<file path="config.mk">
export PLATFORM = sky130hd
export DESIGN_NAME = pulse_peak_finder
export DESIGN_NICKNAME = d
export VERILOG_FILES = /design/src/rtl/pulse_pkg.sv /design/src/rtl/pulse_peak_finder_evt_out_reg.sv /design/src/rtl/pulse_peak_finder.sv
export SDC_FILE = /design/constraint.sdc
export NUM_CORES = 1
export LEC_CHECK = 0
export CAP_MARGIN = 30
export CORE_UTILIZATION = 50
export DETAILED_ROUTE_END_ITERATION = 8
export PLACE_DENSITY = 0.84
export SLEW_MARGIN = 25
export SYNTH_ARGS = -nofsm -noshare
export SYNTH_HDL_FRONTEND = slang
export SYNTH_SLANG_ARGS = --single-unit
</file>
<file path="constraint.sdc">
create_clock -name clk -period 3 [get_ports clk]
set_input_delay 0.6 -clock clk [delete_from_list [all_inputs] [get_ports clk]]
set_output_delay 0.6 -clock clk [all_outputs]
set_load 0.005 [all_outputs]
</file>
<file path="src/rtl/pulse_pkg.sv">
// Shared types and default widths for the pulse peak finder and its upstream shaping filter.
package pulse_pkg;

    localparam int DEF_SIZE_FILTER_DATA = 16;
    localparam int DEF_TS_WIDTH         = 32;
    localparam int DEF_WIDTH_BITS       = 8;

    typedef enum logic [1:0] {
        ST_IDLE    = 2'd0,
        ST_ARMED   = 2'd1,
        ST_HOLDOFF = 2'd2
    } state_e;

    // "time" is a keyword, so the timestamp field is named ts.
    typedef struct packed {
        logic signed [DEF_SIZE_FILTER_DATA-1:0] amp;
        logic [DEF_TS_WIDTH-1:0]                ts;
        logic [DEF_WIDTH_BITS-1:0]              width;
        logic                                   pileup;
    } evt_rec_t;

endpackage

</file>
<file path="src/rtl/pulse_peak_finder_evt_out_reg.sv">
// One-deep valid/ready holding register for event records, with a saturating drop counter.
module evt_out_reg #(
    parameter type rec_t     = pulse_pkg::evt_rec_t,
    parameter int  DROP_BITS = 16
) (
    input  logic                 clk,
    input  logic                 reset,
    input  logic                 load_i,
    input  rec_t                 rec_i,
    input  logic                 ready_i,
    output logic                 valid_o,
    output rec_t                 rec_o,
    output logic [DROP_BITS-1:0] drop_cnt_o
);

    logic                 valid_q, valid_d;
    rec_t                 rec_q, rec_d;
    logic [DROP_BITS-1:0] drop_q, drop_d;
    logic                 take;

    // A new record may replace the held one in the same cycle it is accepted.
    assign take = load_i && (!valid_q || ready_i);

    // NOTE: every always_comb output gets a default first, so no path can infer a latch.
    always_comb begin
        valid_d = valid_q;
        rec_d   = rec_q;
        drop_d  = drop_q;
        if (take) begin
            valid_d = 1'b1;
            rec_d   = rec_i;
        end else if (valid_q && ready_i) begin
            valid_d = 1'b0;
        end
        if (load_i && !take && drop_q != '1) begin
            drop_d = drop_q + 1'b1;
        end
    end

    // NOTE: state registers use non-blocking assignments so all flops update together at the edge.
    always_ff @(posedge clk or negedge reset) begin
        if (!reset) begin
            valid_q <= 1'b0;
            rec_q   <= '0;
            drop_q  <= '0;
        end else begin
            valid_q <= valid_d;
            rec_q   <= rec_d;
            drop_q  <= drop_d;
        end
    end

    assign valid_o    = valid_q;
    assign rec_o      = rec_q;
    assign drop_cnt_o = drop_q;

endmodule

</file>
<file path="src/rtl/pulse_peak_finder.sv">
// Threshold pulse detector emitting {peak, peak time, width} per pulse with hold-off.
// Define PEAK_PILEUP_EN to build the pile-up detector; otherwise evt_pileup stays 0.
module pulse_peak_finder #(
    parameter int SIZE_FILTER_DATA = pulse_pkg::DEF_SIZE_FILTER_DATA,
    parameter int TS_WIDTH         = pulse_pkg::DEF_TS_WIDTH,
    parameter int WIDTH_BITS       = pulse_pkg::DEF_WIDTH_BITS,
    parameter int DROP_BITS        = 16
) (
    input  logic                               clk,
    input  logic                               reset,
    input  logic signed [SIZE_FILTER_DATA-1:0] filter_data,
    input  logic signed [SIZE_FILTER_DATA-1:0] threshold,
    input  logic [7:0]                         holdoff_len,
    output logic                               evt_valid,
    input  logic                               evt_ready,
    output logic signed [SIZE_FILTER_DATA-1:0] evt_amp,
    output logic [TS_WIDTH-1:0]                evt_time,
    output logic [WIDTH_BITS-1:0]              evt_width,
    output logic                               evt_pileup,
    output logic [DROP_BITS-1:0]               drop_cnt
);
    import pulse_pkg::*;

    typedef struct packed {
        logic signed [SIZE_FILTER_DATA-1:0] amp;
        logic [TS_WIDTH-1:0]                ts;
        logic [WIDTH_BITS-1:0]              width;
        logic                               pileup;
    } evt_t;

    state_e                             state_q, state_d;
    logic signed [SIZE_FILTER_DATA-1:0] s_reg_q, max_q, max_d;
    logic [TS_WIDTH-1:0]                ts_q, s_ts_q, t_max_q, t_max_d;
    logic [WIDTH_BITS-1:0]              wcnt_q, wcnt_d;
    logic [7:0]                         hcnt_q, hcnt_d;
    logic                               above, evt_done, pile_w;
    evt_t                               rec_in, rec_out;

    assign above = s_reg_q > threshold;

    always_comb begin
        state_d  = state_q;
        max_d    = max_q;
        t_max_d  = t_max_q;
        wcnt_d   = wcnt_q;
        hcnt_d   = hcnt_q;
        evt_done = 1'b0;
        case (state_q)
            ST_IDLE: begin
                if (above) begin
                    state_d = ST_ARMED;
                    max_d   = s_reg_q;
                    t_max_d = s_ts_q;
                    wcnt_d  = WIDTH_BITS'(1);
                end
            end
            ST_ARMED: begin
                if (above) begin
                    if (wcnt_q != '1) wcnt_d = wcnt_q + 1'b1;
                    // Strict compare keeps the first sample of a plateau.
                    if (s_reg_q > max_q) begin
                        max_d   = s_reg_q;
                        t_max_d = s_ts_q;
                    end
                end else begin
                    evt_done = 1'b1;
                    state_d  = ST_HOLDOFF;
                    hcnt_d   = holdoff_len;
                end
            end
            ST_HOLDOFF: begin
                if (hcnt_q != 8'd0) hcnt_d = hcnt_q - 1'b1;
                if (hcnt_q == 8'd0 && !above) state_d = ST_IDLE;
            end
            default: state_d = ST_IDLE;
        endcase
    end

    always_ff @(posedge clk or negedge reset) begin
        if (!reset) begin
            state_q <= ST_IDLE;
            ts_q    <= '0;
            s_reg_q <= '0;
            s_ts_q  <= '0;
            max_q   <= '0;
            t_max_q <= '0;
            wcnt_q  <= '0;
            hcnt_q  <= '0;
        end else begin
            state_q <= state_d;
            ts_q    <= ts_q + 1'b1;
            s_reg_q <= filter_data;
            s_ts_q  <= ts_q;
            max_q   <= max_d;
            t_max_q <= t_max_d;
            wcnt_q  <= wcnt_d;
            hcnt_q  <= hcnt_d;
        end
    end

`ifdef PEAK_PILEUP_EN
    logic                             prev_above_q, pend_q, pend_d, fell_q, fell_d, lmax_q, lmax_d;
    logic signed [SIZE_FILTER_DATA:0] fall_amt, half_thr;

    // One extra bit so max - sample cannot overflow.
    assign fall_amt = {max_q[SIZE_FILTER_DATA-1], max_q} - {s_reg_q[SIZE_FILTER_DATA-1], s_reg_q};
    assign half_thr = {threshold[SIZE_FILTER_DATA-1], threshold >>> 1};

    always_comb begin
        pend_d = pend_q;
        fell_d = fell_q;
        lmax_d = lmax_q;
        case (state_q)
            ST_IDLE: begin
                if (above) begin
                    fell_d = 1'b0;
                    lmax_d = 1'b0;
                end
            end
            ST_ARMED: begin
                if (above) begin
                    if (s_reg_q > max_q) begin
                        if (fell_q) lmax_d = 1'b1;
                        fell_d = 1'b0;
                    end else if (fall_amt >= half_thr) begin
                        fell_d = 1'b1;
                    end
                end else begin
                    pend_d = 1'b0;
                end
            end
            ST_HOLDOFF: begin
                if (hcnt_q != 8'd0 && above && !prev_above_q) pend_d = 1'b1;
            end
            default: ;
        endcase
    end

    always_ff @(posedge clk or negedge reset) begin
        if (!reset) begin
            prev_above_q <= 1'b0;
            pend_q       <= 1'b0;
            fell_q       <= 1'b0;
            lmax_q       <= 1'b0;
        end else begin
            prev_above_q <= above;
            pend_q       <= pend_d;
            fell_q       <= fell_d;
            lmax_q       <= lmax_d;
        end
    end

    assign pile_w = pend_q | lmax_q;
`else
    assign pile_w = 1'b0;
`endif

    assign rec_in = '{amp: max_q, ts: t_max_q, width: wcnt_q, pileup: pile_w};

    evt_out_reg #(
        .rec_t     (evt_t),
        .DROP_BITS (DROP_BITS)
    ) u_evt_out_reg (
        .clk        (clk),
        .reset      (reset),
        .load_i     (evt_done),
        .rec_i      (rec_in),
        .ready_i    (evt_ready),
        .valid_o    (evt_valid),
        .rec_o      (rec_out),
        .drop_cnt_o (drop_cnt)
    );

    assign evt_amp    = rec_out.amp;
    assign evt_time   = rec_out.ts;
    assign evt_width  = rec_out.width;
    assign evt_pileup = rec_out.pileup;

endmodule
</file>
==> out/results.tsv <==
stage	metric	value	unit
setup_path	crit_path_start_kind	input port	
pwr	powerDensity	676.0	mW/mm^2
floorplan	io_pins	117	
cts	cts_max_level	1	
yosys	synthFlopType	dfrtp_1	
cts	clkTransAtPathRegs	60	ps
route	vias	5954	
sta	tightest_slew	796.0	ps
cts	cts.path.max_buffers	3	
cts	cts-root-buf	clkbuf_16	
yosys	synth_nets	793	
yosys	yosysWarnings	0	
placed_design	dp_slack	-523.5	ps
yosys	async_reset_ff_share	100.0	%
sta	finalSetupViolations	0	
setup_path	criticalPathCategory	input port to flop	
grt	grt_use_total	20.26	%
setup_path	max_stage_delay	460	ps
cells_and_area	final_common_cell	dfrtp_1	
setup_path	timing.critical_path.cells	clkdlybuf4s50_1, inv_1, ha_4, nand4_4, nor4_4, a21boi_4, o31a_1, o21a_1, nand4_1, buf_6, clkbuf_16, mux2_4	
floorplan	die-area	0.01919	mm^2
yosys	synth-seq-cells	219	
sta	finalClockSkew	23.48	ps
placed_design	io_buffers	115	
sta	slew_headroom	46.44	%
setup_path	cp.buffers_inverters	4	
cells_and_area	drive_gt1_share	20.79	%
yosys	syn-cell-area	0.009318	mm^2
floorplan	die_w	138.5	um
floorplan	chipHeight	138.5	um
placed_design	placedInstanceArea	0.01102	mm^2
sta	layout_setup_ws	40.64	ps
cells_and_area	antenna_cells	0	
yosys	syn_area_per_cell	13.07	um^2
yosys	synth.distinct_cells	61	
sta	slew_viol_final	0	
floorplan	core	0.01809	mm^2
setup_path	arrival	3330	ps
job	drv_cap	0	
floorplan	start_util	51.52	%
sta	finalHoldViolCount	0	
grt	grt.overflow.total	0	
route	drt_pass1_iterations	6	
run_status	status	finished, violations left	
cells_and_area	fin_area	0.01199	mm^2
cts	clk_latency	510	ps
route	drcViolationCount	16	
grt	first_global_vias	6132	
grt	grt_antenna_before_repair	0	
sta	whs	67.12	ps
setup_path	path_max_fanout	7	
grt	grt_start_max_net_pins	79	
grt	grt_pass1_wl	31350	um
setup_path	cpMaxStageDelayCell	clkdlybuf4s50_1	
cells_and_area	n_fill_cell	1263	
cts	numCtsBuffers	23	
route	via_per_inst	5.321	
sta	clock.fmax	337.9	MHz
cts	cts_tree	done	
route	ant_nets	0	
pwr	max-vdd-ir-drop	0.4221	mV
sta	period_share	98.65	%
sta	finalCriticalPeriod	2959	ps
cts	ctsHoldBuffers	0	
cts	cts_sinks	219	
floorplan	rows	49	
placed_design	dp_hpwl	12910	um
worst_hold_path	hold_class	input port to asynchronous set/reset pin	
setup_path	path_delay_family	buffers and inverters	
yosys	synth_cells	713	
route	wl	19610	um
cells_and_area	most-common-layout-cells	219 x dfrtp_1, 112 x clkdlybuf4s50_1, 47 x mux2_4, 45 x inv_1, 43 x mux2_2	
run_status	violations	design-rule violations	
pwr	leakage	0.005808	uW
yosys	seq_area_frac_synth	58.82	%
cells_and_area	area_growth	28.71	%
route	wl_per_cell	17.52	um
setup_path	cp-end-kind	flop	
placed_design	globalplace.congestion	0.8173	
setup_path	critPathRequiredTime	3370	ps
route	drt_iter0_drc	273	
cells_and_area	fin_nets	957	
yosys	synth_enable_flop_cells	0	
==> synthesized netlist by cell type (4+ instances only) <==
cell        n  area share, %
dfrtp_1   219             59
inv_1      46            1.9
mux2_2     45            5.4
nand2_1    44            1.8
ha_1       37            5.0
nor2_1     35            1.4
mux2_1     34            4.1
xnor2_1    32            3.0
nand3_1    28            1.5
mux2_4     27            4.4
a21oi_1    19            1.0
and3_1     16            1.1
nand4_1    14           0.94
xor2_1     12            1.1
buf_2       7           0.38
buf_6       7           0.85
a21o_1      6           0.48
nor2b_1     5           0.34
o21ai_0     5           0.27
a31oi_1     4           0.27
nand2b_1    4           0.27
nor3_1      4           0.21
nor3b_1     4           0.32
nor4_1      4           0.27
o221ai_1    4           0.38
==> final timing paths <==
| kind | from | end | slack (ps) | depth (start not counted) |
|---|---|---|---|---|
| setup reg to reg | s_reg_q[13] | t_max_q[27] | 80 | 10 |
| min in group clk | ts_q[31] | s_ts_q[31] | 390 | 0 |
| hold reg to reg | ts_q[31] | s_ts_q[31] | 390 | 0 |
| setup / recovery | threshold[14] | t_max_q[4] | 40 | 12 |
| hold / removal | reset | u_evt_out_reg.rec_o[4] | 70 | 1 |
| max in group asynchronous | reset | u_evt_out_reg.drop_cnt_o[5] | 2100 | 2 |
==> final cells by class <==
class,count,area (um^2),area share (%)
Sequential cell,219,5480,45.70
Multi-Input combinational cell,430,3731,31.11
Timing Repair Buffer,157,1634,13.63
Clock buffer,32,649.4,5.415
Tap cell,229,286.5,2.389
Inverter,46,172.7,1.440
Clock inverter,6,38.79,0.3234
==> cells by family (layout without fill, tap and decap cells) <==
kind of cell	count (synthesis)	after routing	share of synthesized area (%)
other cells	1	1	0.04025
mux	108	108	14.11
buf+inv	64	241	3.277
simple gates	177	177	9.870
fa+ha+maj	37	37	4.968
flops	219	219	58.82
xor+xnor	44	44	4.136
compound gates	63	63	4.780
==> worst register-to-register path, delay by kind of cell (launching register included) <==
kind / cells / cell delay, ps
simple gates: 1 / 120
fa+ha+maj: 1 / 280
buf+inv: 2 / 400
mux: 1 / 340
compound gates: 5 / 1240
flops: 1 / 450
==> power breakdown <==
part           leakage, uW  switching [uW]  internal [uW]
clock             0.000335            1110           1500
combinational      0.00257             716           1050
sequential         0.00290             346           3380
total              0.00581            2170           5940
==> state kept, by name (all words and copies together) (netlist names) <==
name / flops
state_q: 2
s_reg_q: 16
wcnt_q: 8
ts_q: 32
u_evt_out_reg.valid_o: 1
u_evt_out_reg.drop_cnt_o: 16
s_ts_q: 32
t_max_q: 32
max_q: 16
u_evt_out_reg.rec_o: 56
hcnt_q: 8
==> stage by stage <==
stage | setup TNS (ps) | instances | utilization (%) | total power [uW]
6_report | 0 | 1119 | 66.31 | 8107
5_1_grt | -1116 | 1119 | 66.31 | 8524
4_1_cts | -350.7 | 1109 | 64.76 | 8068
3_5_place_dp | -62860 | 1071 | 60.95 | 5424
3_3_place_gp | -58520 | 1071 | 60.95 | 5341
2_1_floorplan | 0 | 713 | - | 4632
==> routing by layer <==
layer	up-vias	GRT usage [%]	part of all wire [%]
li1	2808	-	-
met1	3014	26.92	45
met2	113	35.29	51
met3	19	2.875	3.3
met4	0	4.613	1.2
met5	-	0	0
==> timing repair <==
action,4_1_cts,5_1_grt
endpoints found under the setup margin,33,110
cloned,0,6
buffers inserted,0,4
pin swaps,0,11
resized for setup,0,26
Note: power is estimated with default switching activity, not from simulation.
